## src/rtl/cache_plru_tree_if.sv

```systemverilog
// Request/response bundle between the cache controller and the tree pLRU engine.
// The controller drives the master side; the engine implements the slave side.
interface cache_plru_tree_if #(
  parameter int unsigned WAYS = 8,
  parameter int unsigned SETS = 128
);
  localparam int unsigned WAY_W = $clog2(WAYS);
  localparam int unsigned SET_W = $clog2(SETS);

  logic             init;
  logic             busy;
  logic             touch_valid;
  logic [SET_W-1:0] touch_set;
  logic [WAY_W-1:0] touch_way;
  logic             vict_req;
  logic [SET_W-1:0] vict_set;
  logic [WAYS-1:0]  vict_way_valid;
  logic [WAYS-1:0]  vict_lock;
  logic             vict_valid;
  logic [WAY_W-1:0] vict_way;
  logic             vict_all_locked;

  modport master (
    output init, touch_valid, touch_set, touch_way,
    output vict_req, vict_set, vict_way_valid, vict_lock,
    input  busy, vict_valid, vict_way, vict_all_locked
  );

  modport slave (
    input  init, touch_valid, touch_set, touch_way,
    input  vict_req, vict_set, vict_way_valid, vict_lock,
    output busy, vict_valid, vict_way, vict_all_locked
  );
endinterface

```

## src/rtl/cache_plru_tree.sv

```systemverilog
// Tree pseudo-LRU replacement engine: one (WAYS-1)-bit heap-ordered tree per set,
// updated on touch, queried for a registered victim, cleared by a one-set-per-cycle sweep.
module cache_plru_tree #(
  parameter int unsigned WAYS = 8,
  parameter int unsigned SETS = 128
) (
  input  logic             clk_i,
  input  logic             rst_ni,
  cache_plru_tree_if.slave bus
);
  localparam int unsigned WAY_W = $clog2(WAYS);
  localparam int unsigned SET_W = $clog2(SETS);
  localparam int unsigned NW    = WAYS - 1;

  typedef enum logic [0:0] {StIdle, StInit} state_e;

  state_e           state_q, state_d;
  logic [SET_W-1:0] cnt_q, cnt_d;
  logic             busy_q, busy_d;
  logic             vict_valid_q, vict_valid_d;
  logic [WAY_W-1:0] vict_way_q, vict_way_d;
  logic             vict_al_q, vict_al_d;
  logic [NW-1:0]    tree_q [SETS];
  logic [NW-1:0]    tree_d [SETS];

  logic [NW-1:0]     t_mask, t_val;
  logic [NW-1:0]     vict_tree;
  logic [2*WAYS-2:0] sub_ok;
  logic              inv_found;
  logic [WAY_W-1:0]  inv_way, tree_way;

  // Touch: node bits along the root-to-leaf path of touch_way.
  always_comb begin
    int unsigned tw;
    int unsigned node;
    t_mask = '0;
    t_val  = '0;
    tw     = 32'(bus.touch_way);
    node   = 0;
    for (int l = 0; l < int'(WAY_W); l++) begin
      node   = ((32'd1 << l) - 32'd1) + (tw >> (WAY_W - 32'(l)));
      t_mask = t_mask | (NW'(1) << node);
      if (((tw >> (WAY_W - 32'd1 - 32'(l))) & 32'd1) != 32'd0) begin
        t_val = t_val | (NW'(1) << node);
      end
    end
  end

  // Full-tree heap: leaves are the unlocked ways, internal nodes OR their children.
  always_comb begin
    sub_ok = '0;
    sub_ok[2*WAYS-2:WAYS-1] = ~bus.vict_lock;
    for (int n = int'(WAYS) - 2; n >= 0; n--) begin
      sub_ok[n] = sub_ok[2*n+1] | sub_ok[2*n+2];
    end
  end

  assign vict_tree = tree_q[bus.vict_set];

  always_comb begin
    int unsigned       node;
    logic              pick_hi;
    logic [NW-1:0]     nb;
    logic [2*WAYS-2:0] ok;
    node      = 0;
    pick_hi   = 1'b0;
    nb        = '0;
    ok        = '0;
    inv_found = 1'b0;
    inv_way   = '0;
    // Descending scan so the lowest-index invalid candidate wins.
    for (int w = int'(WAYS) - 1; w >= 0; w--) begin
      if (!bus.vict_lock[w] && !bus.vict_way_valid[w]) begin
        inv_found = 1'b1;
        inv_way   = WAY_W'(w);
      end
    end
    for (int l = 0; l < int'(WAY_W); l++) begin
      nb      = vict_tree >> node;
      pick_hi = ~nb[0];
      node    = 2 * node + 1 + {31'b0, pick_hi};
      ok      = sub_ok >> node;
      if (!ok[0]) node = pick_hi ? node - 1 : node + 1;
    end
    tree_way = WAY_W'(node - (WAYS - 1));
  end

  always_comb begin
    state_d = state_q;
    cnt_d   = cnt_q;
    case (state_q)
      StIdle: begin
        if (bus.init) begin
          state_d = StInit;
          cnt_d   = '0;
        end
      end
      StInit: begin
        if (cnt_q == SET_W'(SETS - 1)) begin
          state_d = StIdle;
          cnt_d   = '0;
        end else begin
          cnt_d = cnt_q + SET_W'(1);
        end
      end
      default: state_d = StIdle;
    endcase
    busy_d = (state_d == StInit);
  end

  always_comb begin
    vict_valid_d = (state_q == StIdle) && bus.vict_req;
    vict_way_d   = vict_way_q;
    vict_al_d    = vict_al_q;
    if (vict_valid_d) begin
      if (!sub_ok[0]) begin
        vict_way_d = '0;
        vict_al_d  = 1'b1;
      end else begin
        vict_way_d = inv_found ? inv_way : tree_way;
        vict_al_d  = 1'b0;
      end
    end
  end

  always_comb begin
    tree_d = tree_q;
    if (state_q == StInit) begin
      tree_d[cnt_q] = '0;
    end else if (bus.touch_valid) begin
      tree_d[bus.touch_set] = (tree_q[bus.touch_set] & ~t_mask) | t_val;
    end
  end

  always_ff @(posedge clk_i or negedge rst_ni) begin
    if (!rst_ni) begin
      state_q      <= StIdle;
      cnt_q        <= '0;
      busy_q       <= 1'b0;
      vict_valid_q <= 1'b0;
      vict_way_q   <= '0;
      vict_al_q    <= 1'b0;
      for (int s = 0; s < int'(SETS); s++) tree_q[s] <= '0;
    end else begin
      state_q      <= state_d;
      cnt_q        <= cnt_d;
      busy_q       <= busy_d;
      vict_valid_q <= vict_valid_d;
      vict_way_q   <= vict_way_d;
      vict_al_q    <= vict_al_d;
      tree_q       <= tree_d;
    end
  end

  assign bus.busy            = busy_q;
  assign bus.vict_valid      = vict_valid_q;
  assign bus.vict_way        = vict_way_q;
  assign bus.vict_all_locked = vict_al_q;
endmodule

```

## src/flat_wrapper.sv

```systemverilog
// flat-port wrapper written by rule: the top's interface ports become plain ports
module cache_plru_tree_flat 
#(
  parameter int unsigned WAYS = 8,
  parameter int unsigned SETS = 128
)
  (clk_i, rst_ni, bus_init, bus_touch_valid, bus_touch_set, bus_touch_way, bus_vict_req, bus_vict_set, bus_vict_way_valid, bus_vict_lock, bus_busy, bus_vict_valid, bus_vict_way, bus_vict_all_locked);
  cache_plru_tree_if #(.WAYS(WAYS), .SETS(SETS)) bus_i ();
  input  logic clk_i;
  input  logic rst_ni;
  input wire logic [$bits(bus_i.init)-1:0] bus_init;
  input wire logic [$bits(bus_i.touch_valid)-1:0] bus_touch_valid;
  input wire logic [$bits(bus_i.touch_set)-1:0] bus_touch_set;
  input wire logic [$bits(bus_i.touch_way)-1:0] bus_touch_way;
  input wire logic [$bits(bus_i.vict_req)-1:0] bus_vict_req;
  input wire logic [$bits(bus_i.vict_set)-1:0] bus_vict_set;
  input wire logic [$bits(bus_i.vict_way_valid)-1:0] bus_vict_way_valid;
  input wire logic [$bits(bus_i.vict_lock)-1:0] bus_vict_lock;
  output wire logic [$bits(bus_i.busy)-1:0] bus_busy;
  output wire logic [$bits(bus_i.vict_valid)-1:0] bus_vict_valid;
  output wire logic [$bits(bus_i.vict_way)-1:0] bus_vict_way;
  output wire logic [$bits(bus_i.vict_all_locked)-1:0] bus_vict_all_locked;
  assign bus_i.init = bus_init;
  assign bus_i.touch_valid = bus_touch_valid;
  assign bus_i.touch_set = bus_touch_set;
  assign bus_i.touch_way = bus_touch_way;
  assign bus_i.vict_req = bus_vict_req;
  assign bus_i.vict_set = bus_vict_set;
  assign bus_i.vict_way_valid = bus_vict_way_valid;
  assign bus_i.vict_lock = bus_vict_lock;
  assign bus_busy = bus_i.busy;
  assign bus_vict_valid = bus_i.vict_valid;
  assign bus_vict_way = bus_i.vict_way;
  assign bus_vict_all_locked = bus_i.vict_all_locked;
  cache_plru_tree #(.WAYS(WAYS), .SETS(SETS)) u_core (.clk_i(clk_i), .rst_ni(rst_ni), .bus(bus_i));
endmodule
```

## config.mk

```make
export PLATFORM = sky130hd
export DESIGN_NAME = cache_plru_tree_flat
export DESIGN_NICKNAME = d
export VERILOG_FILES = /design/src/rtl/cache_plru_tree_if.sv /design/src/rtl/cache_plru_tree.sv /design/src/flat_wrapper.sv
export SDC_FILE = /design/constraint.sdc
export NUM_CORES = 2
export LEC_CHECK = 0
export ABC_CLOCK_PERIOD_IN_PS = 23100
export CORE_AREA = 10 10 447 406
export CTS_CLUSTER_DIAMETER = 80
export DETAILED_ROUTE_END_ITERATION = 10
export DIE_AREA = 0 0 457 416
export PLACE_DENSITY_LB_ADDON = 0.12
export SYNTH_ARGS = -nofsm -noshare
export SYNTH_HDL_FRONTEND = slang
export SYNTH_SLANG_ARGS = --single-unit
```

## constraint.sdc

```tcl
create_clock -name clk_i -period 23.1 [get_ports clk_i]
set_input_delay 6.93 -clock clk_i [delete_from_list [all_inputs] [get_ports clk_i]]
set_output_delay 6.93 -clock clk_i [all_outputs]
set_load 0.05 [all_outputs]
```

==> metrics <==
Setup Buffers After CTS=0; CP Capture Type=register; Initial Util=around 28%; Synth area leader=dfrtp_1; fin crit period=between 15 and 20 ns; Fill cells=17670; Largest delay share family, worst path=simple AND/OR/NAND/NOR gates; count leader, synth=dfrtp_1; Area contributors post-synth=dfrtp_1, mux4_2, o21ai_0, nand2_1, a22oi_1; met1 GRT Util=between 30% and 40%; Crit Path Category=in -> reg; Buf/Inv on CP=2; VDD IR max=around 62 uV; Fin Setup TNS=0 ns; number of flops mapped to enable cells by yosys=0; Post-Syn Nets=between 4000 and 5000; number of synthesis warnings=0; Bufs on Longest Clock Path=3; Finish-stage setup viols=0; total wire length=roughly 260 mm; CTS tree=done; ys async rst share=100.0%; GRT busiest layer=met1; Die Y=416 um; Mapped Cells=between 4000 and 5000; slowest stage delay, CP=about 0.80 ns; Gates resized, CTS repair=0; crit-path most repeated cell=ha_1; post-synthesis sequential element count=between 900 and 1000; Rows=145; ANT nets after route=0; io pins=44; area of the multi-input gates=around 24000 sq um; Final Hold Fails=0; Worst-Margin Slew=1.469 ns; failing checks=design-rule violations, max-capacitance violations, max-slew violations; fin crit share=a little under three quarters; post-synth top area share=a little under half; GRT met2 Usage=between 30 and 40%; Slew HR=-0.4376%; grt ovf=0; CTS Sinks=909; vias in the first global route=around 42000; commonest cells in the netlist=dfrtp_1, nand2_1, o21ai_0; Placeable Area=between 150000 and 200000 sq um; dpl hpwl=between 150 and 200 mm; RSZ-0062 raised after global routing=no; DRC viols=2; Syn Area/Cell=just over 10 sq um; via count=about 45000; worst endpoint data arrival time=17.10 ns; met3 Resource Use GR=approximately 8%; Horiz. Die Dim=around 460 um; critical path's slowest cell=buf_4; synth unique cells=approximately 80; Clock Root Buffer=clkbuf_16; status=complete, but fails checks; Post-Syn Area=47840 sq um; initial antenna violation count=25; Worst EP required=about 24 ns; Via-to-Cell Ratio=6.382; register area=between 20000 and 25000 sq um; Worst-path clk slew=~0.06 ns; Port Buffer Count=43; DR WL/cell=37.82 um; P&R area growth vs syn=14.79%; Final Max Tran Viols=1; hold buffer count at CTS=0; post-synthesis sequential area ratio=roughly 48%; CTS H-tree depth=3; Lkg Pwr=21.78 nW; routability cong.=around 0.96; power density over cell area=~77 nW/um^2; post-route cell area=around 55000 sq um; startpoint types=input pin; max cap viols=1; die area=roughly 190000 sq um; clock skew=0.05185 ns; dominant synthesized flop cell=dfrtp_1; # nets final=approximately 4700; worst-skew pair later-pin latency=slightly below 0.8 ns; largest net degree at the start of global routing=130; Max Fanout on Critical Path=49; GRT Overall Usage=between 20% and 30%; DP Area=51010 sq um; CTS Buf Count=about 110; layout cells sized above 1=~14%; global-route wire length before repair=366.2 mm; initial DRC count=between 6000 and 7000; DRT Pass-1 Iters=11; Max Clk Rate=60.69 MHz; worst hold path class=reg -> reg
per-stage QoR:
step	hold WS (ns)	util, %	worst slack (ns)	std cells	power [mW]
4_1_cts	0.4844	31.89	6.753	6970	4.211
3_3_place_gp	0.4666	29.63	5.869	6771	2.307
5_1_grt	0.4891	31.89	6.101	6972	4.317
3_5_place_dp	0.4717	29.63	5.959	6771	2.299
2_1_floorplan	0.4446	-	8.651	4677	1.963
6_report	0.4782	31.90	6.623	6976	4.205
kinds of logic after synthesis:
kind of cell               Yosys count  synth area share [%]
and+or+nand+nor                   1290                 11.36
xor gates and xnor gates             6                0.1098
AOI/OAI and AO/OA                 1746                 24.37
DFF                                909                 47.54
muxes                              330                 13.12
buffers and inverters              385                 3.206
adders and majority gates           11                0.2877
cells in the final DEF, fill, tap and decap left out, types with 13 or more instances in the layout:
cell	instances
clkinv_2	19
nand3_1	50
a21oi_1	121
nor2_1	177
nor3_1	43
clkdlybuf4s50_1	33
mux2i_1	78
o41ai_1	13
nand2b_1	22
a221oi_1	72
bufinv_16	15
nand2_1	836
buf_4	135
inv_1	13
mux2_2	13
a22o_1	263
nand4_1	49
mux4_2	236
o21ai_0	631
clkbuf_16	113
nor2b_1	19
dfrtp_1	908
o31ai_1	91
a31oi_1	85
clkbuf_8	23
and2_1	15
o22ai_1	15
clkbuf_1	17
a22oi_1	345
power by group:
group	total [mW]	internal [mW]	switching [mW]
clock	1.91	1.14	0.776
sequential	1.64	1.61	0.0320
combinational	0.654	0.142	0.512
layout make-up:
class | count | area share [%]
sequential | 909 | 41.42
clock buffer | 153 | 5.841
tap | 2278 | 5.190
inverter | 17 | 0.1185
multi-input combinational | 3383 | 43.32
antenna | 6 | 0.02734
timing repair buffer | 184 | 2.823
clock inverter | 46 | 1.262
layer usage:
| layer | vias up | part of all wire (%) |
|---|---|---|
| li1 | 17740 | - |
| met2 | 2927 | 41 |
| met1 | 23270 | 43 |
| met5 | - | 0.047 |
| met3 | 564 | 11 |
| met4 | 18 | 5.1 |
state kept, by name (all words and copies together) (netlist names):
signal and count:
u_core.bus.vict_all_locked 1, u_core.cnt_q 7, u_core.tree_q 896, u_core.bus.vict_way 3
u_core.bus.vict_valid 1, u_core.state_q 1
path summary, 6_finish.rpt:
kind                                         from                     end  slack, ns  depth (start not counted)
min                        u_core.bus.vict_way[1]  u_core.bus.vict_way[1]       0.48                          1
max in group asynchronous                  rst_ni      u_core.tree_q[878]      13.88                          4
min in group asynchronous                  rst_ni      u_core.tree_q[195]       6.17                          1
max                               bus_vict_set[2]  u_core.bus.vict_way[0]       6.62                         31
max reg2reg                     u_core.tree_q[42]  u_core.bus.vict_way[0]      13.57                         30
min reg2reg                u_core.bus.vict_way[1]  u_core.bus.vict_way[1]       0.48                          1
Power figures use the tool's default switching activity.
